File: config.mk
export PLATFORM = sky130hd
export DESIGN_NAME = mdu_issue_ctrl
export DESIGN_NICKNAME = d
export VERILOG_FILES = /design/src/rtl/mdu_pkg.sv /design/src/rtl/mdu_issue_ctrl.sv
export SDC_FILE = /design/constraint.sdc
export NUM_CORES = 1
export LEC_CHECK = 0
export ABC_AREA = 1
export CAP_MARGIN = 20
export CORE_MARGIN = 4
export CORE_UTILIZATION = 49
export DETAILED_ROUTE_END_ITERATION = 7
export PLACE_DENSITY_LB_ADDON = 0.2
export SYNTH_ARGS = -nofsm -noshare
export SYNTH_HDL_FRONTEND = slang
export SYNTH_SLANG_ARGS = --single-unit
export TNS_END_PERCENT = 10
File: constraint.sdc
create_clock -name clk -period 3.8 [get_ports clk]
set_input_delay 0.76 -clock clk [delete_from_list [all_inputs] [get_ports clk]]
set_output_delay 0.76 -clock clk [all_outputs]
set_load 0.02 [all_outputs]
File: src/rtl/mdu_pkg.sv
`default_nettype none
// +----------------------------------------------------------------------------+
// | Package     : mdu_pkg                                                      |
// | Description : Shared MDU op encoding, MIPS funct codes and op-class        |
// |               helper functions for the multiply-divide unit interface.    |
// | Revision    : 1.0 - initial release                                        |
// +----------------------------------------------------------------------------+
package mdu_pkg;

  // MDU operation carried down the pipeline; NONE must stay at zero so that a
  // cleared pipeline register reads as "no MDU work".
  typedef enum logic [3:0] {
    OP_NONE  = 4'd0,
    OP_MULT  = 4'd1,
    OP_MULTU = 4'd2,
    OP_DIV   = 4'd3,
    OP_DIVU  = 4'd4,
    OP_MADD  = 4'd5,
    OP_MFHI  = 4'd6,
    OP_MFLO  = 4'd7,
    OP_MTHI  = 4'd8,
    OP_MTLO  = 4'd9
  } mdu_op_t;

  // MIPS funct field values presented to the MDU (MADD lives in SPECIAL2).
  localparam logic [5:0] FUNCT_MULT  = 6'h18;
  localparam logic [5:0] FUNCT_MULTU = 6'h19;
  localparam logic [5:0] FUNCT_DIV   = 6'h1a;
  localparam logic [5:0] FUNCT_DIVU  = 6'h1b;
  localparam logic [5:0] FUNCT_MADD  = 6'h00;
  localparam logic [5:0] FUNCT_MFHI  = 6'h10;
  localparam logic [5:0] FUNCT_MTHI  = 6'h11;
  localparam logic [5:0] FUNCT_MFLO  = 6'h12;
  localparam logic [5:0] FUNCT_MTLO  = 6'h13;

  // Multi-cycle ops that occupy the MDU after their start pulse.
  function automatic logic is_long(input mdu_op_t op);
    case (op)
      OP_MULT, OP_MULTU, OP_DIV, OP_DIVU, OP_MADD: return 1'b1;
      default:                                     return 1'b0;
    endcase
  endfunction

  // Any defined MDU op other than NONE touches HI/LO and must respect BUSY.
  function automatic logic is_mdc(input mdu_op_t op);
    case (op)
      OP_MULT, OP_MULTU, OP_DIV, OP_DIVU, OP_MADD,
      OP_MFHI, OP_MFLO, OP_MTHI, OP_MTLO: return 1'b1;
      default:                            return 1'b0;
    endcase
  endfunction

  function automatic logic [5:0] op_funct(input mdu_op_t op);
    case (op)
      OP_MULT:  return FUNCT_MULT;
      OP_MULTU: return FUNCT_MULTU;
      OP_DIV:   return FUNCT_DIV;
      OP_DIVU:  return FUNCT_DIVU;
      OP_MADD:  return FUNCT_MADD;
      OP_MFHI:  return FUNCT_MFHI;
      OP_MTHI:  return FUNCT_MTHI;
      OP_MFLO:  return FUNCT_MFLO;
      OP_MTLO:  return FUNCT_MTLO;
      default:  return 6'h00;
    endcase
  endfunction

  // Busy cycles following the start cycle; divides are the slow class.
  function automatic int unsigned op_latency(input mdu_op_t op,
                                             input int unsigned mult_cycles,
                                             input int unsigned div_cycles);
    case (op)
      OP_DIV, OP_DIVU: return div_cycles;
      default:         return mult_cycles;
    endcase
  endfunction

endpackage
`default_nettype wire

File: src/rtl/mdu_issue_ctrl.sv
`default_nettype none
// +----------------------------------------------------------------------------+
// | Module      : mdu_issue_ctrl                                               |
// | Description : E-stage MDU issue/interlock control. Generates the MDU start |
// |               pulse and funct, stalls D-stage MDU-class instructions while |
// |               the MDU is busy, and flags divergence from MDU BUSY.         |
// | Revision    : 1.0 - initial release                                        |
// +----------------------------------------------------------------------------+
module mdu_issue_ctrl
  import mdu_pkg::*;
#(
  parameter int unsigned MULT_CYCLES = 5,
  parameter int unsigned DIV_CYCLES  = 10,
  parameter int unsigned CNT_W       = 4
) (
  input  logic       clk,
  input  logic       reset,
  input  logic       ex_valid,
  input  logic [3:0] ex_mdu_op,
  input  logic [3:0] id_mdu_op,
  input  logic       mdu_busy,
  output logic       mdu_start,
  output logic [5:0] mdu_funct,
  output logic       stall_d,
  output logic       sync_err
);

  typedef enum logic [0:0] {
    ST_IDLE = 1'b0,
    ST_BUSY = 1'b1
  } state_t;

  state_t           state_q, state_d;
  logic [CNT_W-1:0] cnt_q, cnt_d;
  logic             prev_issue_q;
  logic             sync_err_q, sync_err_d;

  mdu_op_t ex_op;
  mdu_op_t id_op;
  logic    ex_long;
  logic    issue;
  logic    collide;
  logic    busy_lost;
  logic    busy_unexpected;

  assign ex_op   = mdu_op_t'(ex_mdu_op);
  assign id_op   = mdu_op_t'(id_mdu_op);
  assign ex_long = ex_valid & is_long(ex_op);
  assign issue   = ex_long & (state_q == ST_IDLE);

  // A long op reaching E while busy means the interlock was bypassed; it is
  // dropped rather than issued and reported as a sync error.
  assign collide = ex_long & (state_q == ST_BUSY);

  // Cross-checks against the MDU's own BUSY; skipped on the start cycle since
  // the MDU only latches the start on the closing edge.
  assign busy_lost       = (state_q == ST_BUSY) & ~mdu_busy;
  assign busy_unexpected = (state_q == ST_IDLE) & mdu_busy & ~prev_issue_q;

  // State, latency counter, start history and sticky error register.
  always_ff @(posedge clk) begin
    if (reset) begin
      state_q      <= ST_IDLE;
      cnt_q        <= '0;
      prev_issue_q <= 1'b0;
      sync_err_q   <= 1'b0;
    end else begin
      state_q      <= state_d;
      cnt_q        <= cnt_d;
      prev_issue_q <= issue;
      sync_err_q   <= sync_err_d;
    end
  end

  // Next state, counter and outputs; the counter reaching 1 marks the last
  // busy cycle so HI/LO are readable on the cycle after.
  always_comb begin
    state_d    = state_q;
    cnt_d      = cnt_q;
    sync_err_d = sync_err_q | collide | (~issue & (busy_lost | busy_unexpected));
    mdu_start  = issue;
    mdu_funct  = ex_valid ? op_funct(ex_op) : 6'h00;
    stall_d    = is_mdc(id_op) & (issue | (state_q == ST_BUSY));
    sync_err   = sync_err_q;

    case (state_q)
      ST_IDLE: begin
        if (issue) begin
          state_d = ST_BUSY;
          cnt_d   = CNT_W'(op_latency(ex_op, MULT_CYCLES, DIV_CYCLES));
        end
      end
      ST_BUSY: begin
        if (cnt_q <= CNT_W'(1)) begin
          state_d = ST_IDLE;
          cnt_d   = '0;
        end else begin
          cnt_d = cnt_q - CNT_W'(1);
        end
      end
      default: begin
        state_d = ST_IDLE;
        cnt_d   = '0;
      end
    endcase
  end

endmodule
`default_nettype wire
==> results.py, run 1 <==
metrics = {
    "setup_path": {
        "cp-start-kind": "primary input",
        "required_ns": 3.04,
        "cp_slowest_stage_delay_ns": 0.60,
        "worst-setup-path-type": "primary input to output port",
        "critical_path.cell_chain": "clkdlybuf4s50_1, inv_1, ha_1, inv_1, a21oi_1, nand2_4, nand3_4, nand3b_1, inv_1, clkdlybuf4s50_1",
        "cp-end-kind": "output port",
        "worst_path_max_delay_cell": "sky130_fd_sc_hd__clkdlybuf4s50_1",
        "cp.arrival_ns": 2.81,
        "path_common_cell": "sky130_fd_sc_hd__inv_1",
        "timing.critical_path.fanout_max": 7,
    },
    "route": {
        "top_layer": "met4",
        "drt_wl_cell_um": 9.93,
        "drc": 0,
        "drt-initial-drc-count": 10,
        "wl_mm": 1.42,
        "route.vias.total": 692,
        "met3_wirelength_um": 116,
        "wl_met1_um": 603,
        "wl_met2_um": 686,
        "antenna_left": 0,
        "drtPass1Iterations": 5,
        "viasPerCell": 4.84,
    },
    "cts": {
        "cts_htree_levels": 1,
        "tritoncts": "built",
        "clk_path_buf_depth": 2,
        "cts.clk_slew.worst_paths_ns": 0.05,
        "cts_buffers": 3,
        "worstSkewPairLatency_ns": 0.24,
        "quantity_of_gates_resized_following_cts": 0,
        "clkSinkCount": 7,
        "post-cts-setup-buffer-count": 0,
        "post_cts_hold_buffer_count": 0,
        "root_buffer": "sky130_fd_sc_hd__clkbuf_4",
    },
    "run_status": {
        "outcome": "complete, no violations",
    },
    "timing": {
        "timing.final.setup_violations": 0,
        "hold_viol": 0,
        "final_min_period_over_clock_period": 0.939,
        "finalSetupTns_ns": 0,
        "unrepaired_setup_endpoints_after_global_routing": "no",
        "finalClockSkew_ns": 0.00183,
        "timing.final.max_slew_violations": 0,
        "final_period_minus_worst_setup_slack_ns": 3.57,
        "maxClockFrequency_ghz": 0.280,
    },
    "pwr": {
        "static-leakage-power_nw": 0.484,
        "vdd_drop_max_uv": 241,
        "power_per_cell_area_nw_per_um2": 293,
    },
    "floorplanning": {
        "floorplan.initialDensity": 0.521,
        "die_h_um": 45.4,
        "pin_count": 21,
        "die_area_um2": 2060,
        "floorplan.rows": 13,
        "die_width_um": 45.4,
        "core-area_um2": 1320,
    },
    "cells_and_area": {
        "antenna_cells_inserted": 0,
        "fill_cells": 124,
        "fraction_of_layout_cells_with_a_size_suffix_above_1": 0.0938,
        "area_growth_syn_to_layout_pct": 31.1,
        "nets": 149,
        "stdcell_count": 143,
    },
    "placement": {
        "place.detailed.instances": 139,
        "numPortBuffers": 18,
        "routability_congestion": 0.926,
        "hpwl_mm": 1.24,
    },
    "global_routing": {
        "initial_antenna_violation_count": 0,
        "global_route.overflow_total": 0,
        "vias_in_the_first_global_route": 618,
        "grt_max_degree": 8,
        "grt_usage": 0.157,
        "grt_first_pass_wirelength_mm": 2.44,
    },
    "run": {
        "drv.max_cap_violation_count": 0,
    },
    "synth": {
        "yosys_most_used_dff": "sky130_fd_sc_hd__dfxtp_1",
        "yosysWarningCount": 0,
        "synth_edf_count": 0,
        "top_cells_by_area_in_the_synthesized_netlist": "sky130_fd_sc_hd__dfxtp_1, sky130_fd_sc_hd__ha_1, sky130_fd_sc_hd__inv_1, sky130_fd_sc_hd__nand2_1, sky130_fd_sc_hd__nor2_1",
        "synthCells": 107,
        "synth_top_area_share": 0.204,
        "synthDistinctLibCells": 25,
        "asyncSetResetFlopFracSynth": 0,
        "syn-mean-instance-area_um2": 6.42,
        "synth-seq-cells": 7,
        "syn_area_um2": 687,
        "synthDominantAreaCellType": "sky130_fd_sc_hd__dfxtp_1",
        "synth_most_common_cell": "sky130_fd_sc_hd__inv_1",
        "ys_top_cells_by_count": "sky130_fd_sc_hd__inv_1, sky130_fd_sc_hd__nand2_1, sky130_fd_sc_hd__nor2_1",
        "synth-seq-area-share": 0.204,
    },
    "min_path": {
        "worst_hold_path_type": "flip-flop to flip-flop",
    },
}
-- registers in the layout, summed over array words and instances (netlist names) --
name,cells
prev_issue_q,1
state_q,1
cnt_q,4
sync_err,1
-- power breakdown --
group	internal, mW	leakage, nW	switching [mW]
Combinational	0.0483	0.412	0.0611
Sequential	0.0822	0.0578	0.00731
Clock	0.0399	0.0150	0.0252
Total	0.170	0.484	0.0936
-- final cells by class --
| type | instances | area, µm² | share of cell area |
|---|---|---|---|
| Timing Repair Buffer | 18 | 180 | 0.200 |
| Multi-Input combinational cell | 75 | 444 | 0.493 |
| Sequential cell | 7 | 140 | 0.156 |
| Inverter | 24 | 91.3 | 0.101 |
| Clock buffer | 4 | 26.3 | 0.0292 |
| Tap cell | 15 | 18.8 | 0.0208 |
-- metrics by stage --
step	hold WS [ns]	total power, mW	util	instance area [µm²]	setup slack, ns
after CTS	0.546	0.268	0.684	901	0.222
after detailed placement	0.537	0.201	0.664	875	0.230
after global placement	0.530	0.197	0.664	875	0.329
after floorplan	0.490	0.162	-	691	1.35
after global routing	0.582	0.286	0.684	901	0.0388
final	0.537	0.264	0.684	901	0.232
-- logic make-up after synthesis --
logic type | share of synthesized area
AO/OA/AOI/OAI | 0.133
XOR/XNOR | 0.0128
adder cells (fa/ha/maj) | 0.146
buffers and inverters | 0.155
flip-flops | 0.204
other | 0.00546
AND/OR/NAND/NOR | 0.344
-- placed cells by master, fill, tap and decap left out, types with 2 or more instances in the layout --
cell,synthesis,final
sky130_fd_sc_hd__dfxtp_1,7,7
sky130_fd_sc_hd__conb_1,1,2
sky130_fd_sc_hd__ha_1,8,8
sky130_fd_sc_hd__clkdlybuf4s50_1,0,18
sky130_fd_sc_hd__nand2_1,16,16
sky130_fd_sc_hd__o21ai_0,8,8
sky130_fd_sc_hd__nand2_2,2,2
sky130_fd_sc_hd__nand2_4,2,2
sky130_fd_sc_hd__nand3_1,5,5
sky130_fd_sc_hd__a21oi_1,5,5
sky130_fd_sc_hd__a211oi_1,2,2
sky130_fd_sc_hd__clkbuf_4,0,3
sky130_fd_sc_hd__inv_1,22,22
sky130_fd_sc_hd__nor2_1,15,15
-- critical path, delay by kind of cell --
family | cells | cell delay, ns
buf+inv | 5 | 1.33
simple gates | 3 | 0.32
compound gates | 1 | 0.21
fa+ha+maj | 1 | 0.19
-- layer usage --
metal  track usage  up-vias
met1         0.189      295
met5             0        -
met3        0.0198        2
met2         0.273       20
met4        0.0702        0
li1              -      375
-- path summary, 6_finish.rpt --
check,start,end,slack (ns),cells after the start
hold reg to reg,prev_issue_q,sync_err,0.54,3
setup / recovery,ex_mdu_op[1],stall_d,0.23,10
hold / removal,prev_issue_q,sync_err,0.54,3
setup reg to reg,cnt_q[0],cnt_q[3],2.43,9
(Power assumes the default switching activity.)
==> inputs of run 2 (changes only) <==
CORE_UTILIZATION = 51   (was 49)
CTS_BUF_LIST = sky130_fd_sc_hd__clkbuf_8   (was unset)
SKIP_LAST_GASP = 1   (was unset)
==> results.py, run 2 (synthesized netlist as in run 1, its figures left out) <==
metrics = {
    "floorplanning": {
        "die_h_um": 44.7,
        "die_area_um2": 2000,
        "core-area_um2": 1190,
        "floorplan.initialDensity": 0.579,
        "pin_count": 21,
        "floorplan.rows": 12,
        "die_width_um": 44.7,
    },
    "cells_and_area": {
        "nets": 149,
        "area_growth_syn_to_layout_pct": 33.7,
        "antenna_cells_inserted": 0,
        "number_of_flip_flops_under_the_largest_register_name": 4,
        "fraction_of_layout_cells_with_a_size_suffix_above_1": 0.0938,
        "fill_cells": 103,
        "stdcell_area_um2": 918,
        "most_common_library_cell_in_the_layout_ignoring_fill_and_taps": "sky130_fd_sc_hd__inv_1",
        "registers.top_by_ff_count": "cnt_q",
        "final_cell_mix": "sky130_fd_sc_hd__inv_1, sky130_fd_sc_hd__clkdlybuf4s50_1, sky130_fd_sc_hd__nand2_1",
    },
    "timing": {
        "hold_viol": 0,
        "final_min_period_over_clock_period": 0.932,
        "timing.final.max_slew_violations": 0,
        "maxClockFrequency_ghz": 0.282,
        "finalClockSkew_ns": 0.00124,
        "timing.final.setup_violations": 0,
        "post-route-worst-setup-slack_ns": 0.257,
        "final_period_minus_worst_setup_slack_ns": 3.54,
        "finalSetupTns_ns": 0,
        "unrepaired_setup_endpoints_after_global_routing": "no",
    },
    "cts": {
        "cts.clk_slew.worst_paths_ns": 0.04,
        "cts_buffers": 3,
        "post-cts-setup-buffer-count": 0,
        "clkSinkCount": 7,
        "clk_path_buf_depth": 2,
        "root_buffer": "sky130_fd_sc_hd__clkbuf_8",
        "cts_htree_levels": 1,
        "worstSkewPairLatency_ns": 0.23,
        "tritoncts": "built",
        "post_cts_hold_buffer_count": 0,
        "quantity_of_gates_resized_following_cts": 0,
    },
    "pwr": {
        "static-leakage-power_nw": 0.496,
        "vdd_drop_max_uv": 256,
        "finalPower_mw": 0.305,
        "power_per_cell_area_nw_per_um2": 332,
    },
    "run": {
        "drv.max_cap_violation_count": 0,
    },
    "global_routing": {
        "grtUsageMet2": 0.261,
        "global_route.usage.met1": 0.205,
        "use_met3": 0.0558,
        "initial_antenna_violation_count": 0,
        "grt_usage": 0.171,
        "global_route.peak_usage_layer": "met2",
        "global_route.overflow_total": 0,
        "vias_in_the_first_global_route": 579,
        "grt_max_degree": 8,
        "grt_first_pass_wirelength_mm": 2.44,
    },
    "placement": {
        "numPortBuffers": 18,
        "routability_congestion": 0.798,
        "detailedPlace.worstSlack_ns": 0.263,
        "place_area_um2": 873,
        "hpwl_mm": 1.22,
    },
    "min_path": {
        "worst_hold_path_type": "flip-flop to flip-flop",
        "whs_path_depth": 2,
        "timing.hold.worst.start": "cnt_q[0]",
    },
    "setup_path": {
        "cp.arrival_ns": 2.78,
        "cp-end-kind": "output port",
        "critPathLaunch": "ex_mdu_op[1]",
        "cp-start-kind": "primary input",
        "regToRegStartpoint": "cnt_q[0]",
        "worst-setup-path-type": "primary input to output port",
        "worst-r2r-cell-count": 9,
        "timing.critical_path.fanout_max": 7,
        "required_ns": 3.04,
    },
    "route": {
        "antenna_left": 0,
        "drt-initial-drc-count": 17,
        "drtPass1Iterations": 4,
        "drc": 0,
        "drt_wl_cell_um": 10.8,
        "wl_mm": 1.53,
        "route.vias.total": 716,
        "viasPerCell": 5.04,
    },
    "run_status": {
        "outcome": "complete, no violations",
    },
}
run 2: changes by cell type in the layout (fill, tap and decap cells not counted), sizes merged:
cell | previous run | this run
inv | 23 | 24
clkbuf | 4 | 3
run 2: worst paths after layout:
check / end / slack (ns)
max: stall_d / 0.26
min: cnt_q[0] / 0.56
max reg2reg: cnt_q[3] / 2.39
min reg2reg: cnt_q[0] / 0.56
run 2: critical path, cell delays in order:
cell and delay [ns]:
sky130_fd_sc_hd__clkdlybuf4s50_1 0.44, sky130_fd_sc_hd__inv_1 0.16, sky130_fd_sc_hd__ha_1 0.20, sky130_fd_sc_hd__inv_1 0.06
sky130_fd_sc_hd__a21oi_1 0.21, sky130_fd_sc_hd__nand2_4 0.10, sky130_fd_sc_hd__nand3_4 0.12, sky130_fd_sc_hd__nand3b_1 0.08
sky130_fd_sc_hd__inv_1 0.06, sky130_fd_sc_hd__clkdlybuf4s50_1 0.60
run 2: area by class of cell:
class | instances | area, µm² | area share
inverters | 24 | 91.3 | 0.0995
flip-flops and latches | 7 | 140 | 0.153
well taps | 14 | 17.5 | 0.0191
clock buffers | 3 | 41.3 | 0.0450
clock inverters | 1 | 3.75 | 0.00409
multi-input cells | 75 | 444 | 0.484
repair buffers | 18 | 180 | 0.196
run 2: stage by stage:
stage	cells	hold slack (ns)	util
floorplan	108	0.490	-
global placement	138	0.527	0.736
detailed placement	138	0.547	0.736
CTS	142	0.555	0.774
global route	142	0.596	0.774
finish	142	0.556	0.774
run 2: where the power goes:
| group | switching (mW) | total [mW] | leakage (nW) | internal (mW) |
|---|---|---|---|---|
| combinational | 0.0621 | 0.111 | 0.412 | 0.0485 |
| clock | 0.0340 | 0.104 | 0.0269 | 0.0700 |
| sequential | 0.00796 | 0.0904 | 0.0578 | 0.0825 |
run 2: layer usage:
layer,vias to the layer above,part of all wire
met1,317,0.47
met5,-,0
li1,374,-
met2,19,0.44
met3,6,0.065
met4,0,0.022
